$ cat src/rtl/gray_code_pkg.sv
// Shared gray-code helpers and FSM state type for the gray pointer crossing.
// Contents:
//   MAX_WIDTH       widest pointer the conversion helpers accept
//   state_t         receiver FSM states (FILL, RUN)
//   gray_to_binary  gray -> binary; zero-extend narrower pointers, truncate the result
//   binary_to_gray  binary -> gray, for the write-side encoder
package gray_code_pkg;

    localparam int unsigned MAX_WIDTH = 32;

    typedef enum logic {
        FILL = 1'b0,
        RUN  = 1'b1
    } state_t;

    // binary[k] is the XOR of gray[MSB:k]. Zero upper bits leave the low bits unaffected.
    function automatic logic [MAX_WIDTH-1:0] gray_to_binary(input logic [MAX_WIDTH-1:0] gray);
        logic [MAX_WIDTH-1:0] bin;
        bin[MAX_WIDTH-1] = gray[MAX_WIDTH-1];
        for (int i = int'(MAX_WIDTH) - 2; i >= 0; i--) begin
            bin[i] = bin[i+1] ^ gray[i];
        end
        return bin;
    endfunction

    function automatic logic [MAX_WIDTH-1:0] binary_to_gray(input logic [MAX_WIDTH-1:0] bin);
        return bin ^ (bin >> 1);
    endfunction

endpackage

$ cat src/rtl/gray_synchronizer.sv
// Multi-flop synchronizer for a gray-coded bus arriving from a foreign clock domain.
// This module is kept separate so that timing constraints can target these flops.
// Ports:
//   clk, rst_n  receive-domain clock and asynchronous active-low reset
//   d           gray-coded bus, asynchronous to clk
//   q           output of the last synchronizer stage
module gray_synchronizer #(
    parameter int unsigned WIDTH       = 4,
    parameter int unsigned SYNC_STAGES = 2
) (
    input  logic             clk,
    input  logic             rst_n,
    input  logic [WIDTH-1:0] d,
    output logic [WIDTH-1:0] q
);

    logic [WIDTH-1:0] stages [SYNC_STAGES];

    // Plain shift chain. Stage 0 is the flop that may go metastable.
    always_ff @(posedge clk or negedge rst_n) begin
        if (!rst_n) begin
            for (int i = 0; i < int'(SYNC_STAGES); i++) begin
                stages[i] <= '0;
            end
        end else begin
            stages[0] <= d;
            for (int i = 1; i < int'(SYNC_STAGES); i++) begin
                stages[i] <= stages[i-1];
            end
        end
    end

    assign q = stages[SYNC_STAGES-1];

endmodule

$ cat src/rtl/gray_pointer_receiver.sv
// Receive side of a gray-coded pointer crossing. It synchronizes gray_in, decodes it,
// reports the advance since the previous sample, and flags multi-bit jumps (sticky).
// Ports:
//   clk, rst_n  receive-domain clock and asynchronous active-low reset
//   gray_in     foreign-domain gray pointer
//   clear       synchronous restart: clears error and re-enters FILL
//   binary_out  decoded synchronized pointer
//   delta       advance since the previous sample, mod 2^WIDTH
//   advanced    delta is nonzero
//   valid       outputs reflect a fully synchronized sample
//   error       sticky flag: more than one bit changed between samples
module gray_pointer_receiver
    import gray_code_pkg::*;
#(
    parameter int unsigned WIDTH       = 4,
    parameter int unsigned SYNC_STAGES = 2
) (
    input  logic             clk,
    input  logic             rst_n,
    input  logic [WIDTH-1:0] gray_in,
    input  logic             clear,
    output logic [WIDTH-1:0] binary_out,
    output logic [WIDTH-1:0] delta,
    output logic             advanced,
    output logic             valid,
    output logic             error
);

    localparam int unsigned     CNT_W     = $clog2(SYNC_STAGES) + 1;
    localparam logic [CNT_W-1:0] FILL_LAST = CNT_W'(SYNC_STAGES - 1);

    state_t           state, state_next;
    logic [CNT_W-1:0] cnt, cnt_next;
    logic [WIDTH-1:0] synced, prev;
    logic [WIDTH-1:0] bin_synced, bin_prev;
    logic             multi_change;

    logic [WIDTH-1:0] binary_d, delta_d;
    logic             advanced_d, valid_d, error_d;

    gray_synchronizer #(
        .WIDTH       (WIDTH),
        .SYNC_STAGES (SYNC_STAGES)
    ) u_sync (
        .clk   (clk),
        .rst_n (rst_n),
        .d     (gray_in),
        .q     (synced)
    );

    // Decode the current and the previous synchronized sample.
    assign bin_synced   = WIDTH'(gray_to_binary(MAX_WIDTH'(synced)));
    assign bin_prev     = WIDTH'(gray_to_binary(MAX_WIDTH'(prev)));
    assign multi_change = ($countones(synced ^ prev) > 1);

    // State, fill counter, sample history and output registers.
    always_ff @(posedge clk or negedge rst_n) begin
        if (!rst_n) begin
            state      <= FILL;
            cnt        <= '0;
            prev       <= '0;
            binary_out <= '0;
            delta      <= '0;
            advanced   <= 1'b0;
            valid      <= 1'b0;
            error      <= 1'b0;
        end else begin
            state      <= state_next;
            cnt        <= cnt_next;
            prev       <= synced;
            binary_out <= binary_d;
            delta      <= delta_d;
            advanced   <= advanced_d;
            valid      <= valid_d;
            error      <= error_d;
        end
    end

    // Next state: FILL counts SYNC_STAGES cycles. clear always restarts the fill.
    always_comb begin
        state_next = state;
        cnt_next   = cnt;
        case (state)
            FILL: begin
                if (clear) begin
                    cnt_next = '0;
                end else if (cnt == FILL_LAST) begin
                    state_next = RUN;
                    cnt_next   = '0;
                end else begin
                    cnt_next = cnt + CNT_W'(1);
                end
            end
            RUN: begin
                if (clear) begin
                    state_next = FILL;
                    cnt_next   = '0;
                end
            end
            default: begin
                state_next = FILL;
                cnt_next   = '0;
            end
        endcase
    end

    // Outputs. delta and error are evaluated only in RUN, and clear takes priority.
    always_comb begin
        binary_d   = bin_synced;
        delta_d    = '0;
        advanced_d = 1'b0;
        valid_d    = (state_next == RUN);
        error_d    = error;
        if (clear) begin
            error_d = 1'b0;
        end else if (state == RUN) begin
            delta_d    = bin_synced - bin_prev;
            advanced_d = (delta_d != '0);
            if (multi_change) begin
                error_d = 1'b1;
            end
        end
    end

endmodule

$ cat config.mk
export PLATFORM = sky130hd
export DESIGN_NAME = gray_pointer_receiver
export DESIGN_NICKNAME = d
export VERILOG_FILES = /design/src/rtl/gray_code_pkg.sv /design/src/rtl/gray_synchronizer.sv /design/src/rtl/gray_pointer_receiver.sv
export SDC_FILE = /design/constraint.sdc
export NUM_CORES = 1
export LEC_CHECK = 0
export ABC_AREA = 0
export CAP_MARGIN = 0
export CORE_MARGIN = 2
export CORE_UTILIZATION = 35
export DETAILED_ROUTE_END_ITERATION = 8
export DONT_BUFFER_PORTS = 1
export REMOVE_ABC_BUFFERS = 1
export SKIP_LAST_GASP = 1
export SLEW_MARGIN = 20
export SYNTH_ARGS = -nofsm -noshare
export SYNTH_HDL_FRONTEND = slang
export SYNTH_HIERARCHICAL = 1
export SYNTH_SLANG_ARGS = --single-unit
$ cat constraint.sdc
create_clock -name clk -period 2.3 [get_ports clk]
set_input_delay 0.23 -clock clk [delete_from_list [all_inputs] [get_ports clk]]
set_output_delay 0.23 -clock clk [all_outputs]
set_load 0.1 [all_outputs]
Yosys cells after proc, flatten, opt, wreduce, memory -nomap -nowiden

Cells that the tools add are included.

Flip-flop bits (word level): 25
Bits in latches: 0
RAM bits: 0
ROM bits: 0
Bits of input ports: 7
Output and inout bits: 11
Word-level logic and storage cells: 44
Memories: 0

Add/subtract/negate cells: 5
Multiply operators: 0
Div/mod/pow operators: 0
$lt $le $gt $ge: 1
Eq/ne operators: 2
Shifts and indexed selects: 0
Mux-type cells: 15
Bitwise operators: 8
Reductions and logical operators: 4

Operators by type and width:

| operator                                                      | number |
|---|---|
| two-way mux 1 bit                                             | 8 |
| two-way mux 4 bit                                             | 2 |
| two-way mux 2 bit                                             | 3 |
| XOR 1 bit                                                     | 6 |
| adder 1 x 1 -> 2 bit                                          | 2 |
| one-hot mux 2 bit (2 select lines)                            | 1 |
| nonzero test 2 bit                                            | 2 |
| nonzero test 4 bit                                            | 1 |
| subtractor 4 bit                                              | 1 |
| XOR 4 bit                                                     | 1 |
| adder 2 x 2 -> 3 bit                                          | 1 |
| greater-than comparator 3 x 1 -> 1 bit, second input constant | 1 |
| adder 2 x 1 -> 2 bit, second input constant                   | 1 |
| == test 2 x 1 -> 1 bit, second input constant                 | 1 |
| inequality test 2 bit, second input constant                  | 1 |
| one-hot mux 1 bit (2 select lines)                            | 1 |
| AND reduction 2 bit                                           | 1 |
| inverter 1 bit                                                | 1 |

Logic depth before layout (Yosys ltp)

Depth in word-level cells: 7
Gate-level depth with buffers: 10
Mapped depth without buffers: 9

Modules after synthesis

Netlist, hierarchy kept.

By module, submodules not included:

| module                | times used | cells an instance | area each (um2) | seq. area each (um2) |
|---|---|---|---|---|
| gray_pointer_receiver | 1          | 62                | 759.5           | 400.4 |
| gray_synchronizer     | 1          | 12                | 230.2           | 200.2 |

Worst setup path before layout

No wires, ideal clock.

Path kind: flip-flop to flip-flop
Start: reg, netlist name binary_out[3]
End: reg advanced
Arrival time: 2.030 ns
Path slack: 0.143 ns
Cell stages (with the launch flop): 10
Path buffers: 0
Period minus slack after synthesis: 2.157 ns
Path through: dfrtp_1 -> xnor2_2 -> xor2_1 -> xnor2_1 -> ha_1 -> inv_1 -> fa_1 -> xnor2_1 -> a31oi_1 -> nand3b_1

RTL lines:

| item                 | RTL line                    | source |
|---|---|---|
| to (signal assigned) | gray_pointer_receiver.sv:73 | `advanced <= advanced_d;` |
| to (decl)            | gray_pointer_receiver.sv:24 | `output logic advanced,` |

Final worst setup path

Start: reg u_sync.stages (netlist bit u_sync/q[2])
End: reg advanced

Cells in the longest elaborated chain, start to end: 7

Ends and longest elaborated chain:

| item                              | RTL line                     | source |
|---|---|---|
| from (decl)                       | gray_synchronizer.sv:17      | `logic [WIDTH-1:0] stages [SYNC_STAGES];` |
| from (signal, indexed assignment) | gray_synchronizer.sv:28      | `stages[i] <= stages[i-1];` |
| XOR 1 bit *                       | gray_code_pkg.sv:21          | `bin[i] = bin[i+1] ^ gray[i];` |
| named net bin_synced[2]           | gray_pointer_receiver.sv:35  | `logic [WIDTH-1:0] bin_synced, bin_prev;` |
| XOR 1 bit (2 in a row)            | gray_code_pkg.sv:21          |  |
| subtractor 4 bit *                | gray_pointer_receiver.sv:117 | `delta_d = bin_synced - bin_prev;` |
| nonzero test 4 bit *              | gray_pointer_receiver.sv:118 | `advanced_d = (delta_d != '0);` |
| two-way mux 1 bit *               | gray_pointer_receiver.sv:116 | `end else if (state == RUN) begin` |
| two-way mux 1 bit *               | gray_pointer_receiver.sv:114 | `if (clear) begin` |
| named net advanced_d              | gray_pointer_receiver.sv:39  | `logic advanced_d, valid_d, error_d;` |

The timed path passes the listed nets; every way through them passes the cells marked *.
A chain may end at the register's enable or synchronous reset.

==> impl_metrics.prom <==
# TYPE chip_impl_metric gauge
chip_impl_info{name="status",value="finished clean"} 1
chip_impl_metric{name="count_of_state_elements_after_synthesis",unit=""} 24
chip_impl_info{name="startpoint_type",value="register"} 1
chip_impl_metric{name="cts_max_path_buffers",unit=""} 2
chip_impl_metric{name="fin_nets",unit=""} 100
chip_impl_metric{name="cp_data_arrival_time",unit="ps"} 2360
chip_impl_metric{name="min_period_over_period",unit=""} 0.934
chip_impl_metric{name="drv_slew",unit=""} 0
chip_impl_info{name="category_of_cells_accounting_for_the_largest_share_of_critical_path_delay",value="XOR/XNOR gates"} 1
chip_impl_metric{name="clk-insertion-delay-late",unit="ps"} 310
chip_impl_metric{name="yosysWarningCount",unit=""} 6
chip_impl_metric{name="starting_density_of_the_core",unit=""} 0.365
chip_impl_info{name="critical-path-top-cell-by-count",value="sky130_fd_sc_hd__xnor2_2"} 1
chip_impl_metric{name="dieArea",unit="µm²"} 3270
chip_impl_metric{name="cts.sink_count",unit=""} 24
chip_impl_metric{name="numPlacedInstances",unit=""} 103
chip_impl_metric{name="final_layout_size_suffix_gt1_frac",unit=""} 0.230
chip_impl_metric{name="wl_per_cell",unit="µm"} 11.3
chip_impl_metric{name="critical_path.max_stage_delay",unit="ps"} 460
chip_impl_metric{name="seq_area",unit="µm²"} 602
chip_impl_info{name="critPathSlowestCell",value="sky130_fd_sc_hd__dfrtp_2"} 1
chip_impl_metric{name="grt_pass1_vias",unit=""} 496
chip_impl_metric{name="netlist_area",unit="µm²"} 990
chip_impl_metric{name="total_power_consumption_of_the_routed_design",unit="µW"} 1120
chip_impl_info{name="largest_cells_by_area_after_synthesis",value="sky130_fd_sc_hd__dfrtp_1 (61%), sky130_fd_sc_hd__xor2_1 (4.4%), sky130_fd_sc_hd__fa_1 (4.0%)"} 1
chip_impl_metric{name="power.ir.vdd_worst",unit="µV"} 497
chip_impl_metric{name="track_usage",unit=""} 0.0924
chip_impl_metric{name="min_period",unit="ps"} 2150
chip_impl_metric{name="power.switching",unit="µW"} 401
chip_impl_metric{name="syn_to_final_growth",unit="%"} 19.6
chip_impl_metric{name="num-fill-cells",unit=""} 256
chip_impl_info{name="clock_tree.root_cell",value="sky130_fd_sc_hd__clkbuf_4"} 1
chip_impl_metric{name="timing.final.hold_violations",unit=""} 0
chip_impl_info{name="min_delay_path_class",value="in -> reg"} 1
chip_impl_metric{name="num_antenna_cells",unit=""} 0
chip_impl_metric{name="drc",unit=""} 0
chip_impl_metric{name="maxCapViolCount",unit=""} 0
chip_impl_metric{name="syn_area_per_cell",unit="µm²"} 13.4
chip_impl_metric{name="core_util_final",unit=""} 0.437
chip_impl_metric{name="core-area",unit="µm²"} 2710
chip_impl_metric{name="place_ws",unit="ps"} 85.5
chip_impl_metric{name="internal-power",unit="µW"} 721
chip_impl_info{name="largest_area_contributor_in_the_synthesized_netlist",value="sky130_fd_sc_hd__dfrtp_1"} 1
chip_impl_metric{name="ios",unit=""} 18
chip_impl_metric{name="powerDensity",unit="nW/µm²"} 948
chip_impl_metric{name="static-leakage-power",unit="µW"} 0.000548
chip_impl_metric{name="antenna_found_initial",unit=""} 0
chip_impl_metric{name="tritoncts.num_buffers",unit=""} 3
chip_impl_metric{name="setup_tns",unit="ps"} 0
chip_impl_metric{name="grt_start_max_net_pins",unit=""} 25
chip_impl_info{name="cts_tree",value="done"} 1
chip_impl_info{name="layout.cells.most_common",value="sky130_fd_sc_hd__dfrtp_1"} 1
chip_impl_metric{name="worst_max_slew_pin_slew",unit="ps"} 878
chip_impl_metric{name="max_freq",unit="MHz"} 466
chip_impl_metric{name="placement_rows",unit=""} 19
chip_impl_metric{name="clock_slew_at_the_register_clock_pins_of_the_worst_setup_and_hold_paths",unit="ps"} 130
chip_impl_metric{name="ys_seq_area_frac",unit=""} 0.607
chip_impl_metric{name="drt_first_pass_iters",unit=""} 1
chip_impl_info{name="path_class",value="reg -> reg"} 1
chip_impl_metric{name="synth_top_area_share",unit=""} 0.607
chip_impl_metric{name="finalSetupViolCount",unit=""} 0
chip_impl_metric{name="multi_input_comb_area",unit="µm²"} 343
chip_impl_metric{name="finClkSkew",unit="ps"} 1.16
chip_impl_metric{name="wirelength",unit="µm"} 1340
chip_impl_metric{name="p_sw_frac",unit=""} 0.357
chip_impl_metric{name="final_critical_path_setup_slack",unit="ps"} 152
chip_impl_info{name="most-common-layout-cells",value="sky130_fd_sc_hd__dfrtp_1 (23), sky130_fd_sc_hd__buf_4 (8), sky130_fd_sc_hd__inv_1 (6), sky130_fd_sc_hd__dlygate4sd3_1 (6)"} 1
chip_impl_metric{name="post_synth_num_cell_types",unit=""} 21
chip_impl_metric{name="dp.final_hpwl",unit="µm"} 900
chip_impl_metric{name="power.share.combinational",unit=""} 0.197
chip_impl_info{name="crit_chain",value="xor2_2, xnor2_2, xor2_1, ha_1, inv_1, fa_2, xnor2_2, a31oi_1, nand3b_1"} 1
chip_impl_metric{name="critical_path.n_buffers_inverters",unit=""} 1
chip_impl_metric{name="detail_route.iter0.violations",unit=""} 0
chip_impl_metric{name="portBuffers",unit=""} 0
chip_impl_metric{name="die_width",unit="µm"} 57.2
chip_impl_metric{name="sequentialPowerShare",unit=""} 0.533
chip_impl_metric{name="critical_path.max_fanout",unit=""} 3
chip_impl_metric{name="detail-route-antenna-nets",unit=""} 0
chip_impl_metric{name="number_of_vias_in_the_routed_layout",unit=""} 529
chip_impl_metric{name="floorplan.die.height",unit="µm"} 57.2
chip_impl_metric{name="gp_routability_congestion",unit=""} 0.709
chip_impl_metric{name="synth_cells",unit=""} 74
chip_impl_metric{name="clock_tree.htree_level_count",unit=""} 1
chip_impl_metric{name="clock_power_share",unit=""} 0.270
chip_impl_metric{name="post_layout_nonfiller_instances",unit=""} 118
chip_impl_info{name="rsz_0062_raised_after_global_routing",value="yes"} 1
chip_impl_metric{name="globalRoute.totalOverflow",unit=""} 0
chip_impl_metric{name="slew-limit-headroom",unit=""} 0.415
chip_impl_info{name="end_kind",value="register"} 1
chip_impl_metric{name="grt_first_pass_wirelength",unit="µm"} 2260
chip_impl_metric{name="vias_per_cell",unit=""} 4.48
chip_impl_metric{name="critical_path_required",unit="ps"} 2510
final cells by class:
type                            count  area share
Tap cell                           31      0.0328
Clock buffer                        3      0.0190
Clock inverter                      1      0.0254
Inverter                            6      0.0190
Sequential cell                    24       0.508
Multi-Input combinational cell     38       0.290
Timing Repair Buffer               15       0.106
state kept, by name, summed over array words and instances, names as in the netlist:
name           count
state              1
error              1
u_sync/q           4
cnt                2
advanced           1
prev               3
binary_out         4
u_sync/stages      4
delta              4
cell usage after synthesis:
| cell | n |
|---|---|
| sky130_fd_sc_hd__nor2_1 | 4 |
| sky130_fd_sc_hd__nand4b_1 | 1 |
| sky130_fd_sc_hd__nor3_1 | 3 |
| sky130_fd_sc_hd__xor2_2 | 1 |
| sky130_fd_sc_hd__xor2_1 | 5 |
| sky130_fd_sc_hd__xnor2_1 | 4 |
| sky130_fd_sc_hd__fa_1 | 2 |
| sky130_fd_sc_hd__clkbuf_1 | 1 |
| sky130_fd_sc_hd__ha_1 | 3 |
| sky130_fd_sc_hd__nand3b_1 | 2 |
| sky130_fd_sc_hd__dfrtp_1 | 24 |
| sky130_fd_sc_hd__nor2b_1 | 2 |
| sky130_fd_sc_hd__a21oi_1 | 4 |
| sky130_fd_sc_hd__buf_4 | 5 |
| sky130_fd_sc_hd__nand2b_1 | 1 |
| sky130_fd_sc_hd__o22ai_1 | 1 |
| sky130_fd_sc_hd__inv_1 | 6 |
| sky130_fd_sc_hd__a31oi_1 | 1 |
| sky130_fd_sc_hd__a211o_1 | 1 |
| sky130_fd_sc_hd__and3_1 | 1 |
| sky130_fd_sc_hd__xnor2_2 | 2 |
power groups by stage:
| stage | sequential (µW) | combinational [µW] | clock [µW] |
|---|---|---|---|
| after floorplan | 643 | 108 | 0 |
| after global placement | 607 | 179 | 0 |
| after detailed placement | 608 | 180 | 0 |
| after CTS | 599 | 200 | 316 |
| after global routing | 603 | 249 | 328 |
| final | 598 | 221 | 302 |
per-layer routing:
metal | GRT usage | part of all wire
met2 | 0.130 | 0.46
met4 | 0.0199 | 0.0075
met3 | 0.0567 | 0.075
met5 | 0 | 0
met1 | 0.123 | 0.46
worst paths after layout:
| check | startpoint | cells past startpoint | slack, ps | end |
|---|---|---|---|---|
| worst max-delay path | u_sync/q[2] | 9 | 150 | advanced |
| worst min-delay path | clear | 2 | 240 | delta[2] |
| worst max register to register | u_sync/q[2] | 9 | 150 | advanced |
| worst min register to register | u_sync/stages[4] | 0 | 360 | u_sync/q[0] |
| max in group asynchronous | rst_n | 2 | 1530 | u_sync/q[2] |
| min in group asynchronous | rst_n | 2 | 400 | u_sync/stages[6] |
worst register-to-register path, delay by kind of cell (launching register included):
kind,cells,cell delay [ps]
adder cells (fa/ha/maj),2,520
AO/OA/AOI/OAI,1,90
flip-flops,1,460
AND/OR/NAND/NOR,1,160
XOR/XNOR,4,770
buffers and inverters,1,50
through the flow:
stage / cell area [µm²] / hold slack (ps)
4_1_cts: 1130 / 235
3_3_place_gp: 1020 / -65.0
6_report: 1180 / 245
3_5_place_dp: 1020 / -65.0
2_1_floorplan: 948 / -65.6
5_1_grt: 1180 / 259
logic make-up after synthesis:
kind of cell	count (synthesis)	share of synthesized area
compound gates	7	0.0417
xor+xnor	12	0.129
fa+ha+maj	5	0.0784
buf+inv	12	0.0645
flops	24	0.607
simple gates	14	0.0796
repair_timing:
item / CTS / global route
hold buffers: 6 / 1
setup buffers: 0 / 4
endpoints found under the hold margin: 32 / 24
setup endpoints to repair: 0 / 1
gates resized for setup: 0 / 4
No activity file was read; power rests on OpenSTA's default activity.
